--- src/rtl/ra_pq_p.sv ---
// Purpose: sorted register-array priority queue with enq/deq/replace, min- or max-first order.
// Latency: one cycle; every output is registered and shows an operation the cycle after it is sampled.
// Backpressure: none; one operation per cycle is always accepted, and an illegal one is dropped with an err pulse.
module ra_pq_p #(
  parameter int KEY_WIDTH = 8,
  parameter int VAL_WIDTH = 8,
  parameter int DEPTH     = 8,
  parameter int MIN_FIRST = 1
) (
  input  logic                              clk,
  input  logic                              rst_n,
  input  logic                              enq,
  input  logic                              deq,
  input  logic                              replace,
  input  logic [KEY_WIDTH+VAL_WIDTH-1:0]    kvi,
  output logic [KEY_WIDTH+VAL_WIDTH-1:0]    kvo,
  output logic                              ovalid,
  output logic                              empty,
  output logic                              full,
  output logic [$clog2(DEPTH+1)-1:0]        count,
  output logic                              err
);

  localparam int KVW = KEY_WIDTH + VAL_WIDTH;
  localparam int CW  = $clog2(DEPTH + 1);

  typedef enum logic [1:0] {OP_HOLD, OP_ENQ, OP_DEQ, OP_REPL} op_e;

  // Slot storage; slot 0 is the head.
  logic                 r_vld [DEPTH];
  logic [KEY_WIDTH-1:0] r_key [DEPTH];
  logic [VAL_WIDTH-1:0] r_val [DEPTH];
  logic [CW-1:0]        r_cnt;
  logic [KVW-1:0]       r_kvo;
  logic                 r_err;

  // Base view (current slots, or slots shifted up by one when the head leaves).
  logic                 w_b_vld [DEPTH];
  logic [KEY_WIDTH-1:0] w_b_key [DEPTH];
  logic [VAL_WIDTH-1:0] w_b_val [DEPTH];
  logic                 w_ins   [DEPTH];
  logic                 w_n_vld [DEPTH];
  logic [KEY_WIDTH-1:0] w_n_key [DEPTH];
  logic [VAL_WIDTH-1:0] w_n_val [DEPTH];
  logic [CW-1:0]        w_n_cnt;
  logic [KEY_WIDTH-1:0] w_key_in;
  logic [VAL_WIDTH-1:0] w_val_in;
  logic                 w_empty;
  logic                 w_full;
  logic                 w_drop;
  op_e                  w_op;

  assign w_key_in = kvi[KVW-1:VAL_WIDTH];
  assign w_val_in = kvi[VAL_WIDTH-1:0];
  assign w_empty  = (r_cnt == '0);
  assign w_full   = (r_cnt == CW'(DEPTH));

  // Strict ordering: a new key only goes ahead of an entry it beats, so equal keys stay FIFO.
  function automatic logic f_better(input logic [KEY_WIDTH-1:0] a, input logic [KEY_WIDTH-1:0] b);
    return (MIN_FIRST != 0) ? (a < b) : (a > b);
  endfunction

  // Decode the single effective operation; enq+deq together is a replace.
  always_comb begin
    w_op = OP_HOLD;
    if (replace || (enq && deq)) w_op = OP_REPL;
    else if (enq)                w_op = OP_ENQ;
    else if (deq)                w_op = OP_DEQ;
    w_drop = ((w_op == OP_ENQ) && w_full) || ((w_op == OP_DEQ) && w_empty);
  end

  // Build the base view and mark every slot the new entry would sit at or before.
  always_comb begin
    for (int i = 0; i < DEPTH; i++) begin
      w_b_vld[i] = r_vld[i];
      w_b_key[i] = r_key[i];
      w_b_val[i] = r_val[i];
    end
    if ((w_op == OP_DEQ) || (w_op == OP_REPL)) begin
      for (int i = 0; i < DEPTH - 1; i++) begin
        w_b_vld[i] = r_vld[i+1];
        w_b_key[i] = r_key[i+1];
        w_b_val[i] = r_val[i+1];
      end
      w_b_vld[DEPTH-1] = 1'b0;
    end
    for (int i = 0; i < DEPTH; i++) begin
      w_ins[i] = !w_b_vld[i] || f_better(w_key_in, w_b_key[i]);
    end
  end

  // Per-slot next state: keep, load kvi at the insertion point, or shift from the slot above.
  always_comb begin
    for (int i = 0; i < DEPTH; i++) begin
      w_n_vld[i] = r_vld[i];
      w_n_key[i] = r_key[i];
      w_n_val[i] = r_val[i];
    end
    if ((w_op == OP_DEQ) && !w_empty) begin
      for (int i = 0; i < DEPTH; i++) begin
        w_n_vld[i] = w_b_vld[i];
        w_n_key[i] = w_b_key[i];
        w_n_val[i] = w_b_val[i];
      end
    end else if (((w_op == OP_ENQ) && !w_full) || (w_op == OP_REPL)) begin
      if (w_ins[0]) begin
        w_n_vld[0] = 1'b1;
        w_n_key[0] = w_key_in;
        w_n_val[0] = w_val_in;
      end else begin
        w_n_vld[0] = w_b_vld[0];
        w_n_key[0] = w_b_key[0];
        w_n_val[0] = w_b_val[0];
      end
      for (int i = 1; i < DEPTH; i++) begin
        if (w_ins[i-1]) begin
          w_n_vld[i] = w_b_vld[i-1];
          w_n_key[i] = w_b_key[i-1];
          w_n_val[i] = w_b_val[i-1];
        end else if (w_ins[i]) begin
          w_n_vld[i] = 1'b1;
          w_n_key[i] = w_key_in;
          w_n_val[i] = w_val_in;
        end else begin
          w_n_vld[i] = w_b_vld[i];
          w_n_key[i] = w_b_key[i];
          w_n_val[i] = w_b_val[i];
        end
      end
    end
  end

  // Next occupancy; a replace on an empty queue acts as a plain insert.
  always_comb begin
    w_n_cnt = r_cnt;
    case (w_op)
      OP_ENQ:  if (!w_full)  w_n_cnt = r_cnt + CW'(1);
      OP_DEQ:  if (!w_empty) w_n_cnt = r_cnt - CW'(1);
      OP_REPL: if (w_empty)  w_n_cnt = CW'(1);
      default: w_n_cnt = r_cnt;
    endcase
  end

  // State update; kvo follows the head only while the head is valid, otherwise it holds.
  always_ff @(posedge clk or negedge rst_n) begin
    if (!rst_n) begin
      for (int i = 0; i < DEPTH; i++) begin
        r_vld[i] <= 1'b0;
        r_key[i] <= '0;
        r_val[i] <= '0;
      end
      r_cnt <= '0;
      r_kvo <= '0;
      r_err <= 1'b0;
    end else begin
      for (int i = 0; i < DEPTH; i++) begin
        r_vld[i] <= w_n_vld[i];
        r_key[i] <= w_n_key[i];
        r_val[i] <= w_n_val[i];
      end
      r_cnt <= w_n_cnt;
      r_err <= w_drop;
      if (w_n_vld[0]) r_kvo <= {w_n_key[0], w_n_val[0]};
    end
  end

  assign kvo    = r_kvo;
  assign ovalid = r_vld[0];
  assign empty  = w_empty;
  assign full   = w_full;
  assign count  = r_cnt;
  assign err    = r_err;

endmodule

--- config.mk ---
export PLATFORM = sky130hd
export DESIGN_NAME = ra_pq_p
export DESIGN_NICKNAME = d
export VERILOG_FILES = /design/src/rtl/ra_pq_p.sv
export SDC_FILE = /design/constraint.sdc
export NUM_CORES = 1
export LEC_CHECK = 0
export ABC_AREA = 1
export CAP_MARGIN = 20
export CORE_MARGIN = 4
export CORE_UTILIZATION = 29
export CTS_CLUSTER_SIZE = 24
export DETAILED_ROUTE_END_ITERATION = 16
export HOLD_SLACK_MARGIN = 0.02
export SLEW_MARGIN = 20
export SYNTH_ARGS = -nofsm -noshare
export SYNTH_HDL_FRONTEND = slang
export SYNTH_SLANG_ARGS = --single-unit
--- constraint.sdc ---
create_clock -name clk -period 7.6 [get_ports clk]
set_input_delay 1.52 -clock clk [delete_from_list [all_inputs] [get_ports clk]]
set_output_delay 1.52 -clock clk [all_outputs]
set_load 0.05 [all_outputs]
After elaboration in Yosys (flattened, before gate mapping)
Cells that the tools add are included.
{"block": "word_totals", "in_bits": 21, "out_inout_bits": 24, "word_cells": 139, "ff_bits": 157}
{"block": "classes", "magnitude_cmp": 8, "add_sub_neg": 2, "n_eq_ne": 7, "n_mux": 61, "reduce_logical": 33, "bitwise": 1}
{"cell": "2-to-1 mux 8 bit", "count": 33}
{"cell": "2-to-1 mux 64 bit", "count": 4}
{"cell": "2-to-1 mux 56 bit", "count": 2}
{"cell": "less-than comparator 8 bit", "count": 8}
{"cell": "2-to-1 mux 1 bit", "count": 15}
{"cell": "logical OR 1 bit", "count": 12}
{"cell": "2-to-1 mux 4 bit", "count": 3}
{"cell": "one-hot mux 4 bit (3 select lines)", "count": 1}
{"cell": "logical NOT 1 bit", "count": 10}
{"cell": "2-to-1 mux 2 bit", "count": 3}
{"cell": "!= test 2 bit, second input constant", "count": 3}
{"cell": "logical AND 1 bit", "count": 5}
{"cell": "adder 4 x 1 -> 4 bit, second input constant", "count": 1}
{"cell": "== test 2 bit, second input constant", "count": 2}
{"cell": "== test 4 bit, second input constant", "count": 1}
{"cell": "logical NOT 4 bit", "count": 1}
{"cell": "AND reduction 4 bit", "count": 1}
{"cell": "nonzero test 2 bit", "count": 2}
{"cell": "subtractor 4 x 1 -> 4 bit, second input constant", "count": 1}
{"cell": "AND reduction 3 bit", "count": 1}
{"cell": "nonzero test 3 bit", "count": 1}
{"cell": "== test 2 x 1 -> 1 bit, second input constant", "count": 1}
{"cell": "inverter 1 bit", "count": 1}

Depth between registers and ports, before layout
{"block": "depth", "ltp_word": 12, "ltp_mapped": 24, "depth_no_buf": 18}

Worst setup path before layout
No wires, ideal clock.
{"block": "synth_path", "path_type": "input-to-reg", "from": "input port replace", "to": "register r_val[33] in the netlist's numbering", "arrival_ns": 4.204, "setup_time_ns": 0.121, "stages": 21, "required_ns": 7.479, "path_slack_ns": 3.274, "path_buffers": 6, "path_cell_list": "nor2_4 -> buf_6 -> buf_6 -> buf_6 -> buf_6 -> buf_2 -> nand2_1 -> o21ai_0 -> inv_1 -> ha_1 -> a21oi_1 -> nor2_1 -> a211oi_1 -> nand2_2 -> nand2_4 -> buf_6 -> nand2_1 -> nand3_1 -> nand2_1 -> nand2_1 -> nand2_1"}
{"block": "synth_between", "elab_chain_cells": 11, "elab_cells_between_ends": 23, "classes_between": "2 x order compare; 3 x eq/ne; 8 x mux; 10 x reduce/logical"}
{"item": "start, declared", "line_no": "14", "rtl": "input logic replace,"}
{"item": "logical OR 1 bit *", "line_no": "66", "rtl": "if (replace || (enq && deq)) w_op = OP_REPL;"}
{"item": "2-to-1 mux 2 bit *", "line_no": "66"}
{"item": "== test 2 bit (on tied branches)", "line_no": "79, 99, 105"}
{"item": "logical OR 1 bit", "line_no": "79", "rtl": "if ((w_op == OP_DEQ) || (w_op == OP_REPL)) begin"}
{"item": "2-to-1 mux 56 bit or 2-to-1 mux 8 bit (tied branches)", "line_no": "79"}
{"item": "less-than comparator 8 bit or logical NOT 1 bit (tied branches)", "line_no": "60, 88"}
{"item": "logical OR 1 bit", "line_no": "88", "rtl": "w_ins[i] = !w_b_vld[i] || f_better(w_key_in, w_b_key[i]);"}
{"item": "2-to-1 mux 8 bit", "line_no": "120", "rtl": "end else if (w_ins[i]) begin"}
{"item": "2-to-1 mux 8 bit", "line_no": "116", "rtl": "if (w_ins[i-1]) begin"}
{"item": "2-to-1 mux 64 bit", "line_no": "105", "rtl": "end else if (((w_op == OP_ENQ) && !w_full) || (w_op == OP_REPL)) begin"}
{"item": "2-to-1 mux 64 bit", "line_no": "99", "rtl": "if ((w_op == OP_DEQ) && !w_empty) begin"}
{"item": "end signal, assigned by index", "line_no": "159", "rtl": "r_val[i] <= w_n_val[i];"}
{"item": "end, declared", "line_no": "32", "rtl": "logic [VAL_WIDTH-1:0] r_val [DEPTH];"}
Every way passes the cells marked *; elsewhere a longest branch is shown, timed or not. The select of a mux whose other input is x is not followed.
A chain may end at the register's enable or synchronous reset.

Worst setup path in the final report
{"block": "layout_path", "from": "input port deq", "to": "register r_key[50] in the netlist's numbering"}
{"block": "layout_between", "elab_chain_cells": 12, "elab_cells_between_ends": 25, "classes_between": "2 x order compare; 3 x eq/ne; 9 x mux; 11 x reduce/logical"}
{"item": "start, declared", "line_no": "13", "rtl": "input logic deq,"}
{"item": "2-to-1 mux 2 bit or logical AND 1 bit (tied branches)", "line_no": "68, 66"}
{"item": "2-to-1 mux 2 bit or logical OR 1 bit (tied branches)", "line_no": "67, 66"}
{"item": "2-to-1 mux 2 bit *", "line_no": "66"}
{"item": "== test 2 bit (on tied branches)", "line_no": "79, 99, 105"}
{"item": "logical OR 1 bit", "line_no": "79"}
{"item": "2-to-1 mux 56 bit or 2-to-1 mux 8 bit (tied branches)", "line_no": "79"}
{"item": "less-than comparator 8 bit or logical NOT 1 bit (tied branches)", "line_no": "60, 88"}
{"item": "logical OR 1 bit", "line_no": "88"}
{"item": "2-to-1 mux 8 bit", "line_no": "120"}
{"item": "2-to-1 mux 8 bit", "line_no": "116"}
{"item": "2-to-1 mux 64 bit", "line_no": "105"}
{"item": "2-to-1 mux 64 bit", "line_no": "99"}
{"item": "end signal, assigned by index", "line_no": "158", "rtl": "r_key[i] <= w_n_key[i];"}
{"item": "end, declared", "line_no": "31", "rtl": "logic [KEY_WIDTH-1:0] r_key [DEPTH];"}
Marked as above.

==> results.md <==
* Final WL at 38.5 mm
* Maximum buffer depth of the clock tree at 2
* DR DRC count at 0
* Number of synthesized register bits at 157
* Setup violators final at 0
* Setup bufs post-CTS at 0
* Post-layout util at 32.8%
* Ys Warns at 0
* Post-Place Setup Slack at 1.84 ns
* Die width at 213 um
* Clock group share of total power at 18.8%
* Crit Path Max Fanout at 34
* Setup slack after layout at 2.25 ns
* Largest net degree at the start of global routing at 102
* Overflow after GRT at 0
* Startpoint types: input pin
* CTS Hold Buffers Added at 0
* Initial antenna violation count at 0
* Setup CP Type: input pin to flip-flop
* Chip Height at 213 um
* Max-cap violation count at 0
* Combinational Power Share at 51.8%
* Skew-Pair Late Insertion Delay at 0.45 ns
* Placed cells at 2399
* Sw Pwr at 2430 uW
* Vias in the first global route at 12200
* Final ANT Viol Nets at 0
* IO Count at 45
* Worst hold path type: flip-flop to flip-flop
* Synth cell types at 40
* EDFF count, synth at 0
* Area delta synth->final at 10.8%
* Internal at 2600 uW
* Worst EP required at 7.93 ns
* Core ar. at 0.0413 mm^2
* Worst-Margin Slew at 0.961 ns
* Net count, final at 1952
* Port bufs at 44
* Leakage power at 0.00687 uW
* H-tree levels at 4
* Final slew viol count at 0
* Clock skew at 0.0104 ns
* Tot Pwr at 5030 uW
* Sink Count at 157
* DP HPWL at 25.4 mm
* Share of layout cells above drive strength 1 at 5.85%
* CP endpoint kind: flip-flop
* # rows at 74
* Mapped cell area at 0.0122 mm^2
* FFs w/ async S/R, synth at 100%
* Synth Flop Type: dfrtp_1
* Clk slew on worst S/H paths at 0.07 ns
* Die area at 0.0455 mm^2
* Routability-driven placement congestion ratio at 0.849
* Syn Inst Count at 1912
* Total GRT Usage at 16.9%
* Cts repair resizes at 0
* RSZ-0062 raised after global routing: false
* Achievable frequency at 187 MHz
* Detailed Routing Iterations Pass 1 at 5
* DRT iter0 DRCs at 961
* Post-layout min period at 5.35 ns
* Root Buffer: clkbuf_16
* Initial Utilization at 29.6%
* Worst vdd ir at 0.184 mV
* Final period util at 70.3%
* Vias per cell at 5.15
* Seq pwr share at 29.4%
* PD cells at 371 mW/mm^2
* Routed wire length per instance at 15.9 um
* Via count at 12500
* Final Instance Count excl. Fillers at 2430
* TritonCTS clock tree: done
* Sequential element share of the synthesized area at 32.1%
* Syn Area/Cell at 6.39 um^2
* Setup TNS at 0 ns
* CP arrival at 5.67 ns
* Net Count, Synth at 1978
* Outcome: finished clean
* Max-slew headroom at 35.9%
* First-pass GRT wire length at 62.8 mm
* Fin. Hold Viols at 0
* CTS Buf Count at 17
* Switch share at 48.3%
* Antenna Cells at 0
## path summary, 6_finish.rpt
kind | start | endpoint | slack, ns | cells past startpoint
min in group asynchronous | rst_n | count[0] | 1.21 | 1
min | r_key[3] | r_key[3] | 0.48 | 2
max reg2reg | r_key[5] | r_key[2] | 4.38 | 15
max in group asynchronous | rst_n | r_val[17] | 5.04 | 2
max | deq | r_key[50] | 2.25 | 17
min reg2reg | r_key[3] | r_key[3] | 0.48 | 2
## power by group through the flow
stage                     Sequential [uW]  Combinational [uW]  Clock, uW
final                                1480                2600        943
after global placement               1480                2530          0
after CTS                            1470                2600        961
after floorplan                      1570                1870          0
after global routing                 1520                2970        993
after detailed placement             1480                2590          0
## registers in the layout, indices dropped and copies added (netlist names)
register and cells:
count 4, err 1, kvo 16, ovalid 1
r_key 64, r_val 64, r_vld 7
## critical path, cell delays in order
cell	delay, ns
clkdlybuf4s50_1	0.56
inv_1	0.10
nand2_2	0.43
buf_4	0.46
or2_2	0.18
o21ai_0	0.13
ha_1	0.32
a21oi_1	0.14
nor2_1	0.05
a211oi_1	0.21
nand2_2	0.29
nand2_2	0.56
inv_2	0.32
nand3_1	0.17
nand2_1	0.06
nand2_1	0.05
nand2_1	0.06
## through the flow
step,area (um^2),hold slack (ns)
3_3_place_gp,12900,0.465
6_report,13500,0.480
5_1_grt,13500,0.507
3_5_place_dp,12900,0.465
2_1_floorplan,12200,0.444
4_1_cts,13500,0.485
## layout by cell type, fill, tap and decap left out, types with 2 or more instances in the layout
cell type,count
inv_1,151
nor2_4,3
a21oi_4,2
ha_1,45
o211ai_1,3
nand2_1,762
clkdlybuf4s50_1,43
clkinvlp_4,4
clkbuf_16,17
clkinv_4,3
a21oi_1,125
a22oi_1,62
o21ai_1,17
o221ai_1,2
nand2_2,14
nand3_1,183
clkinv_2,2
o21ai_2,3
bufinv_16,4
nand4_1,6
mux2i_1,12
inv_4,2
dfrtp_1,157
nand2_4,4
buf_4,17
a211oi_1,7
inv_2,11
o21ai_0,100
or2_2,19
xor2_1,3
nor2_1,102
## cell usage after synthesis (17+ instances only)
library cell,number,share of area [%]
nand2_1,762,23
nand3_1,183,7.5
dfrtp_1,157,32
inv_1,151,4.6
a21oi_1,125,5.1
nor2_1,103,3.2
o21ai_0,100,4.1
a22oi_1,62,3.8
ha_1,45,4.6
clkbuf_1,44,1.4
buf_2,35,1.4
or2_2,19,0.97
o21ai_1,17,0.70
## cell type report
| cell class | count | area [um^2] |
|---|---|---|
| fill | 4468 | 27800 |
| multi-input combinational | 1483 | 7110 |
| sequential | 157 | 3930 |
| tap | 532 | 666 |
| inverter | 165 | 624 |
| timing repair buffer | 62 | 592 |
| clock buffer | 17 | 425 |
| clock inverter | 14 | 195 |
## metal layers
metal,up-vias,part of all wire [%],track usage [%]
met3,73,4.4,2.38
met5,-,0,0
li1,6133,-,-
met4,0,3.3,6.58
met1,6004,46,22.8
met2,305,46,27.6
## logic make-up after synthesis
logic type	synth area share (%)
simple gates	36.7
buf+inv	9.86
flops	32.1
fa+ha+maj	4.61
compound gates	15.4
mux	0.983
xor+xnor	0.287
Note: power is estimated with default switching activity, not from simulation.
